File: src/rtl/alu_rf_exec.sv
// alu_rf_exec: handshaked ALU + register file execution unit with shift-add multiply
module alu_rf_exec #(
    parameter int WIDTH  = 32,
    parameter int ADDR_W = 5,
    parameter int CNT_W  = 6
) (
    input  logic              clk,
    input  logic              reset_n,
    input  logic              instr_valid,
    output logic              instr_ready,
    input  logic [3:0]        control,
    input  logic [ADDR_W-1:0] rs,
    input  logic [ADDR_W-1:0] rt,
    input  logic [ADDR_W-1:0] rd,
    input  logic              we,
    output logic              done,
    output logic [WIDTH-1:0]  result,
    output logic              cout,
    output logic              zero,
    output logic              overflow,
    output logic              illegal,
    input  logic [ADDR_W-1:0] dbg_addr,
    output logic [WIDTH-1:0]  dbg_data
);
    localparam int NREGS = 2**ADDR_W;
    typedef enum logic {IDLE, EXEC} state_t;
    state_t state, state_nx;
    logic [WIDTH-1:0] rf [NREGS];
    logic [WIDTH-1:0] op_a, op_b, p_hi, alu_res;
    logic [3:0] ctl;
    logic [ADDR_W-1:0] rd_q;
    logic [CNT_W-1:0] cnt;
    logic [WIDTH:0] arith, mul_sum;
    logic we_q, accept, retire, legal, is_sub, alu_c, alu_ov;
    assign instr_ready = state == IDLE;
    assign accept = instr_valid && instr_ready;
    assign legal = ctl inside {4'h0, 4'h1, 4'h2, 4'h3, 4'h6, 4'h7, 4'hC};
    assign retire = state == EXEC && (ctl != 4'h3 || cnt == CNT_W'(WIDTH-1));
    assign is_sub = ctl == 4'h6;
    assign arith = {1'b0, op_a} + {1'b0, is_sub ? ~op_b : op_b} + {{WIDTH{1'b0}}, is_sub};
    assign mul_sum = {1'b0, p_hi} + (op_b[0] ? {1'b0, op_a} : '0);
    assign dbg_data = dbg_addr == '0 ? '0 : rf[dbg_addr];
    always_comb begin
        alu_res = '0;
        alu_c = 1'b0;
        alu_ov = 1'b0;
        case (ctl)
            4'h0: alu_res = op_a & op_b;
            4'h1: alu_res = op_a | op_b;
            4'h2, 4'h6: begin
                alu_res = arith[WIDTH-1:0];
                alu_c = arith[WIDTH];
                alu_ov = (is_sub ? op_a[WIDTH-1] != op_b[WIDTH-1] : op_a[WIDTH-1] == op_b[WIDTH-1])
                         && arith[WIDTH-1] != op_a[WIDTH-1];
            end
            4'h3: begin
                alu_res = {mul_sum[0], op_b[WIDTH-1:1]};
                alu_ov = |mul_sum[WIDTH:1];
            end
            4'h7: alu_res = {{(WIDTH-1){1'b0}}, $signed(op_a) < $signed(op_b)};
            4'hC: alu_res = ~(op_a | op_b);
            default: ;
        endcase
    end
    always_comb state_nx = accept ? EXEC : retire ? IDLE : state;
    always_ff @(posedge clk or negedge reset_n) begin
        if (!reset_n) begin
            state <= IDLE;
            rf <= '{default: '0};
            op_a <= '0;
            op_b <= '0;
            p_hi <= '0;
            ctl <= '0;
            rd_q <= '0;
            we_q <= 1'b0;
            cnt <= '0;
            done <= 1'b0;
            illegal <= 1'b0;
            result <= '0;
            cout <= 1'b0;
            zero <= 1'b0;
            overflow <= 1'b0;
        end else begin
            state <= state_nx;
            done <= retire;
            illegal <= retire && !legal;
            if (accept) begin
                op_a <= rs == '0 ? '0 : rf[rs];
                op_b <= rt == '0 ? '0 : rf[rt];
                ctl <= control;
                rd_q <= rd;
                we_q <= we;
                p_hi <= '0;
                cnt <= '0;
            end else if (state == EXEC && !retire) begin
                p_hi <= mul_sum[WIDTH:1];
                op_b <= {mul_sum[0], op_b[WIDTH-1:1]};
                cnt <= cnt + 1'b1;
            end
            if (retire) begin
                result <= alu_res;
                cout <= alu_c;
                zero <= alu_res == '0;
                overflow <= alu_ov;
                if (we_q && rd_q != '0 && legal) rf[rd_q] <= alu_res;
            end
        end
    end
endmodule

File: config.mk
export PLATFORM = sky130hd
export DESIGN_NAME = alu_rf_exec
export DESIGN_NICKNAME = d
export VERILOG_FILES = /design/src/rtl/alu_rf_exec.sv
export SDC_FILE = /design/constraint.sdc
export NUM_CORES = 2
export LEC_CHECK = 0
export CAP_MARGIN = 20
export CORE_AREA = 2 2 354 356
export DETAILED_ROUTE_END_ITERATION = 16
export DIE_AREA = 0 0 356 358
export GPL_ROUTABILITY_DRIVEN = 0
export GPL_TIMING_DRIVEN = 1
export PLACE_DENSITY = 0.8
export SLEW_MARGIN = 30
export SYNTH_ARGS = -nofsm -noshare
export SYNTH_HDL_FRONTEND = slang
export SYNTH_SLANG_ARGS = --single-unit
File: constraint.sdc
create_clock -name clk -period 5.1 [get_ports clk]
set_input_delay 1.02 -clock clk [delete_from_list [all_inputs] [get_ports clk]]
set_output_delay 1.02 -clock clk [all_outputs]
set_load 0.005 [all_outputs]
== After elaboration in Yosys (flattened, before gate mapping) ==
Index checks and enable logic that the tools add are counted.
W data, S select, Z words.

* Equal/unequal tests: 11
* Reductions and logical operators: 23
* Bitwise gates (word level): 9
* Add/sub/neg operators: 4
* Muxes and demuxes: 29
* $lt $le $gt $ge: 6

{| class="wikitable"
|+ Operators by type and width
! cell !! number
|-
| $bwmux W1024 || 1
|-
| $mux W32 || 16
|-
| $bmux W32 S5 || 3
|-
| $pmux W32 S6 || 1
|-
| $demux W32 S5 || 1
|-
| $add A32 B32 Y33 || 2
|-
| $not A32 Y32 || 2
|-
| $add A33 B1 Y33 || 1
|-
| $and A32 B32 Y32 || 1
|-
| $logic_not A32 Y1 || 1
|-
| $lt A32 B32 Y1 || 1
|-
| $or A32 B32 Y32 || 1
|-
| $reduce_or A32 Y1 || 1
|-
| $ge A6 B6 Y1 const B || 4
|-
| $not A5 Y6 || 4
|-
| $logic_not A5 Y1 || 3
|-
| $mux W6 || 2
|-
| $eq A4 B2 Y1 const B || 2
|-
| $eq A4 B3 Y1 const B || 2
|-
| $logic_and A1 B1 Y1 || 8
|-
| $reduce_bool A7 Y1 || 1
|-
| $add A6 B1 Y6 const B || 1
|-
| $eq A6 B5 Y1 const B || 1
|-
| $lt A6 B1 Y1 const B || 1
|-
| 15 further kinds || 21
|}

* Logic and storage cells: 128
* Register bits: 1,174

== Depth between registers and ports, before layout ==
* Depth in word-level cells: 7
* Depth in mapped cells: 18
* Depth with buffers taken out: 14

== Worst setup path before layout ==
Ideal clock, no wire load.

* Path type: input port to output port
* Start: input port dbg_addr[0]
* End: output port dbg_data[10]
* Stages: 7
* Path buffers: 3
* Data arrival time: 3,400 ps
* Slack: 680 ps
* Data required time: 4,080 ps
* Cell sequence: clkbuf_1 buf_1 buf_1 mux4_2 mux4_2 mux2i_1 nor2_1

* Cells in the longest elaborated chain, start to end: 5
* Elaborated cells between the ends (all ways): 6

{| class="wikitable"
|+ Ends and longest elaborated chain
! what !! line !! RTL
|-
| start, declared || 22 || <nowiki>input logic [ADDR_W-1:0] dbg_addr,</nowiki>
|-
| $not A5 Y6 (implied by the code) || 42 || <nowiki>assign dbg_data = dbg_addr == '0 ? '0 : rf[dbg_addr];</nowiki>
|-
| $bmux W32 S5 || 42 ||
|-
| $mux W32 (implied by the code) (2 in a row) || 42 ||
|-
| $mux W32 * || 42 ||
|-
| end, declared || 23 || <nowiki>output logic [WIDTH-1:0] dbg_data</nowiki>
|}

Every way passes the cells marked *; elsewhere a longest branch is shown, timed or not. The select of a mux whose other input is x is not followed.

== Worst setup path after layout ==
* Start: input port dbg_addr[0]
* End: output port dbg_data[3]

Same word-level chain as after synthesis.

==> summary.md <==
| Metric | Value |
|---|---|
| Design area | 81,900 um2 |
| Top cells by area, synth | dfrtp_1 (40%), mux4_2 (18%), a21oi_1 (7.1%) |
| Finish-stage setup viols | 0 |
| Min Tclk post-route | 4980 ps |
| Die width | 356 um |
| Final worst slack | 119 ps |
| Non-filler instance count after layout | 8,735 |
| Drt first-iter violations | 10,900 |
| CP endpoint kind | primary output |
| Routed wire length | 265 mm |
| Cell row count | 129 |
| First-pass GRT wire length | 398 mm |
| Clk pin slew, worst setup/hold paths | 50 ps |
| Detailed-route via count | 65,700 |
| Final ANT Viol Nets | 0 |
| Resized cells post-CTS | 0 |
| CTS H-tree lvls | 4 |
| Final Hold Fails | 0 |
| Slew @ Worst Pin | 1090 ps |
| CP startpoint kind | input pin |
| Post-DP Area | 77,300 um2 |
| GRT Total Usage | 0.416 |
| Initial DRT Pass Iterations | 9 |
| Post-synth EDFFs | 0 |
| Clk Latency, worst-skew pair | 810 ps |
| Most used standard cell by instance count after synthesis | dfrtp_1 |
| Mux cell area share after synthesis | 0.260 |
| Die Height | 358 um |
| Share of post-route cells with drive strength above 1 | 0.190 |
| P&R area growth vs syn | 11.4% |
| Count of state elements after synthesis | 1,174 |
| P_int | 19.8 mW |
| Static Leak | 35.3 nW |
| Top cells by count, synth | dfrtp_1 (1,174), a21oi_1 (1,049), nor2_1 (840), o21ai_0 (586), mux4_2 (582) |
| TritonCTS clock tree | built |
| Slew headroom | 0.273 |
| Maximum buffer depth of the clock tree | 3 |
| Syn Std Cell Area | 73,500 um2 |
| CORE AREA | 123,000 um2 |
| Simple-gate share of the synthesized area | 0.0956 |
| Setup tns final | 0 ps |
| Root buffer cell | clkbuf_16 |
| Post-synth net total | 7,411 |
| Initial antenna violation count | 10 |
| Async set-reset flop share out of synthesis | 1.00 |
| End-of-flow core utilization | 0.664 |
| Total power | 29.7 mW |
| Fmax | 201 MHz |
| Final nets | 7,192 |
| Outcome | completed |
| Flop pwr share | 0.405 |
| Combinational share of power | 0.260 |
| Peak VDD IR | 0.410 mV |
| Sink Count | 1,174 |
| PD cells | 363 nW/um2 |
| # Max-Cap Violations | 0 |
| Largest family of logic cells by synthesized area | multiplexers |
| Num CTS Buffers | 131 |
| GRT Residual Overflow | 0 |
| Port Buffer Count | 97 |
| Final Hold Slack | 311 ps |
| Hold-fix buffers, CTS | 0 |
| Via density | 7.52 |
| Share of the synthesized area in the top cell type | 0.400 |
| Synth Area in Compound Gates | 0.165 |
| Post-synth cell types | 81 |
| Path depth of the worst reg2reg path | 14 |
| Top cell type by total area after synthesis | dfrtp_1 |
| Clk_skew | 34.7 ps |
| Pre-CTS WS | 237 ps |
| WP data arrival | 3960 ps |
| Fin crit share | 0.977 |
| Adder-cell share of the synthesized area | 0.0285 |
| Avg WL per Cell | 30.4 um |
| Post-CTS Setup Bufs | 0 |
| Clock network power share | 0.335 |
| Unrepaired setup endpoints after global routing | false |
| Crit path required time | 4080 ps |
| Largest net degree at the start of global routing | 132 |
| XOR/XNOR Fraction of Synth Area | 0.00822 |
| Most common flop cell mapped by yosys | dfrtp_1 |
| FF+latch area | 29,400 um2 |
| Fillers | 8,701 |
| HP Class | input pin to async pin |
| Final slew viol count | 0 |
| Ports | 98 |
| DRC Markers | 0 |
| Initial Utilization | 0.596 |
| Die area | 127,000 um2 |
| Switching Share | 0.334 |
| Crit-path max FO | 26 |
| HPWL after DPL | 164 mm |
| Mapped Cells | 7,217 |
| YS warnings | 0 |
| Net Sw Power | 9.93 mW |
| Mean post-synth cell area | 10.2 um2 |
| Placed instance count | 8,499 |
| Area of the multi-input gates | 41,600 um2 |
| Critical path class | input pin to primary output |
| Seq/Total Area, Yosys | 0.400 |
| Vias in the first global route | 64,800 |
-- cell type report --
cell class | count | area share
diodes | 1 | 0.0000306
clock buffers | 189 | 0.0487
clock inverters | 43 | 0.00585
inverters | 106 | 0.00486
multi-input cells | 5211 | 0.507
flip-flops and latches | 1174 | 0.359
well taps | 1637 | 0.0250
repair buffers | 374 | 0.0496
-- cell families (layout without fill, tap and decap cells) --
family	after synthesis	in the layout
mux	1161	1161
flops	1174	1174
buf+inv	832	712
simple gates	1670	1670
xor+xnor	69	69
other cells	0	1
compound gates	2145	2145
fa+ha+maj	166	166
-- final timing paths --
check	slack, ps	start	to
setup / recovery	120	dbg_addr[0]	dbg_data[3]
hold / removal	310	reset_n	result[5]
setup reg to reg	210	ctl[0]	rf[766]
hold reg to reg	430	rf[999]	rf[999]
max in group asynchronous	3560	reset_n	rf[716]
min in group clk	430	rf[999]	rf[999]
-- registers in the layout, indices dropped and copies added (netlist names) --
register,count
rf,1024
op_a,32
op_b,32
p_hi,32
result,32
cnt,6
rd_q,5
ctl,4
cout,1
done,1
illegal,1
overflow,1
state,1
we_q,1
zero,1
-- power by group through the flow --
stage                     combinational, mW  sequential (mW)  clock, mW
after detailed placement               7.43             12.1          0
after floorplan                        5.09             11.6          0
after CTS                              7.51             11.9       9.91
after global placement                 7.18             11.9          0
final                                  7.74             12.0       9.96
after global routing                   8.23             12.1       10.3
-- critical path: stages --
cell	delay, ps
buf_8	340
buf_12	300
mux4_2	540
mux4_2	470
mux2i_1	640
nor2_1	120
clkdlybuf4s50_1	490
-- metal layers --
layer,up-vias,track usage,part of all wire
li1,26300,-,-
met1,31500,0.502,0.32
met3,1773,0.178,0.16
met4,14,0.300,0.088
met2,6035,0.598,0.42
met5,-,0.00444,0.00072
-- placed cells by master (no fill, tap or decap), drive strengths merged, types with 17 or more instances in the layout --
cell type / count
o221ai: 147
inv: 110
xor2: 17
a31oi: 17
clkinv: 25
ha: 164
a22oi: 22
xnor2: 52
o22ai: 162
a221o: 18
nand3: 76
mux2i: 419
nor2: 840
mux2: 160
clkbuf: 189
dfrtp: 1174
clkdlybuf4s50: 81
nor3: 93
mux4: 582
a21oi: 1051
nand2b: 21
nand2: 496
buf: 293
nand4: 19
nor3b: 24
o21ai: 604
Note: power is estimated with default switching activity, not from simulation.
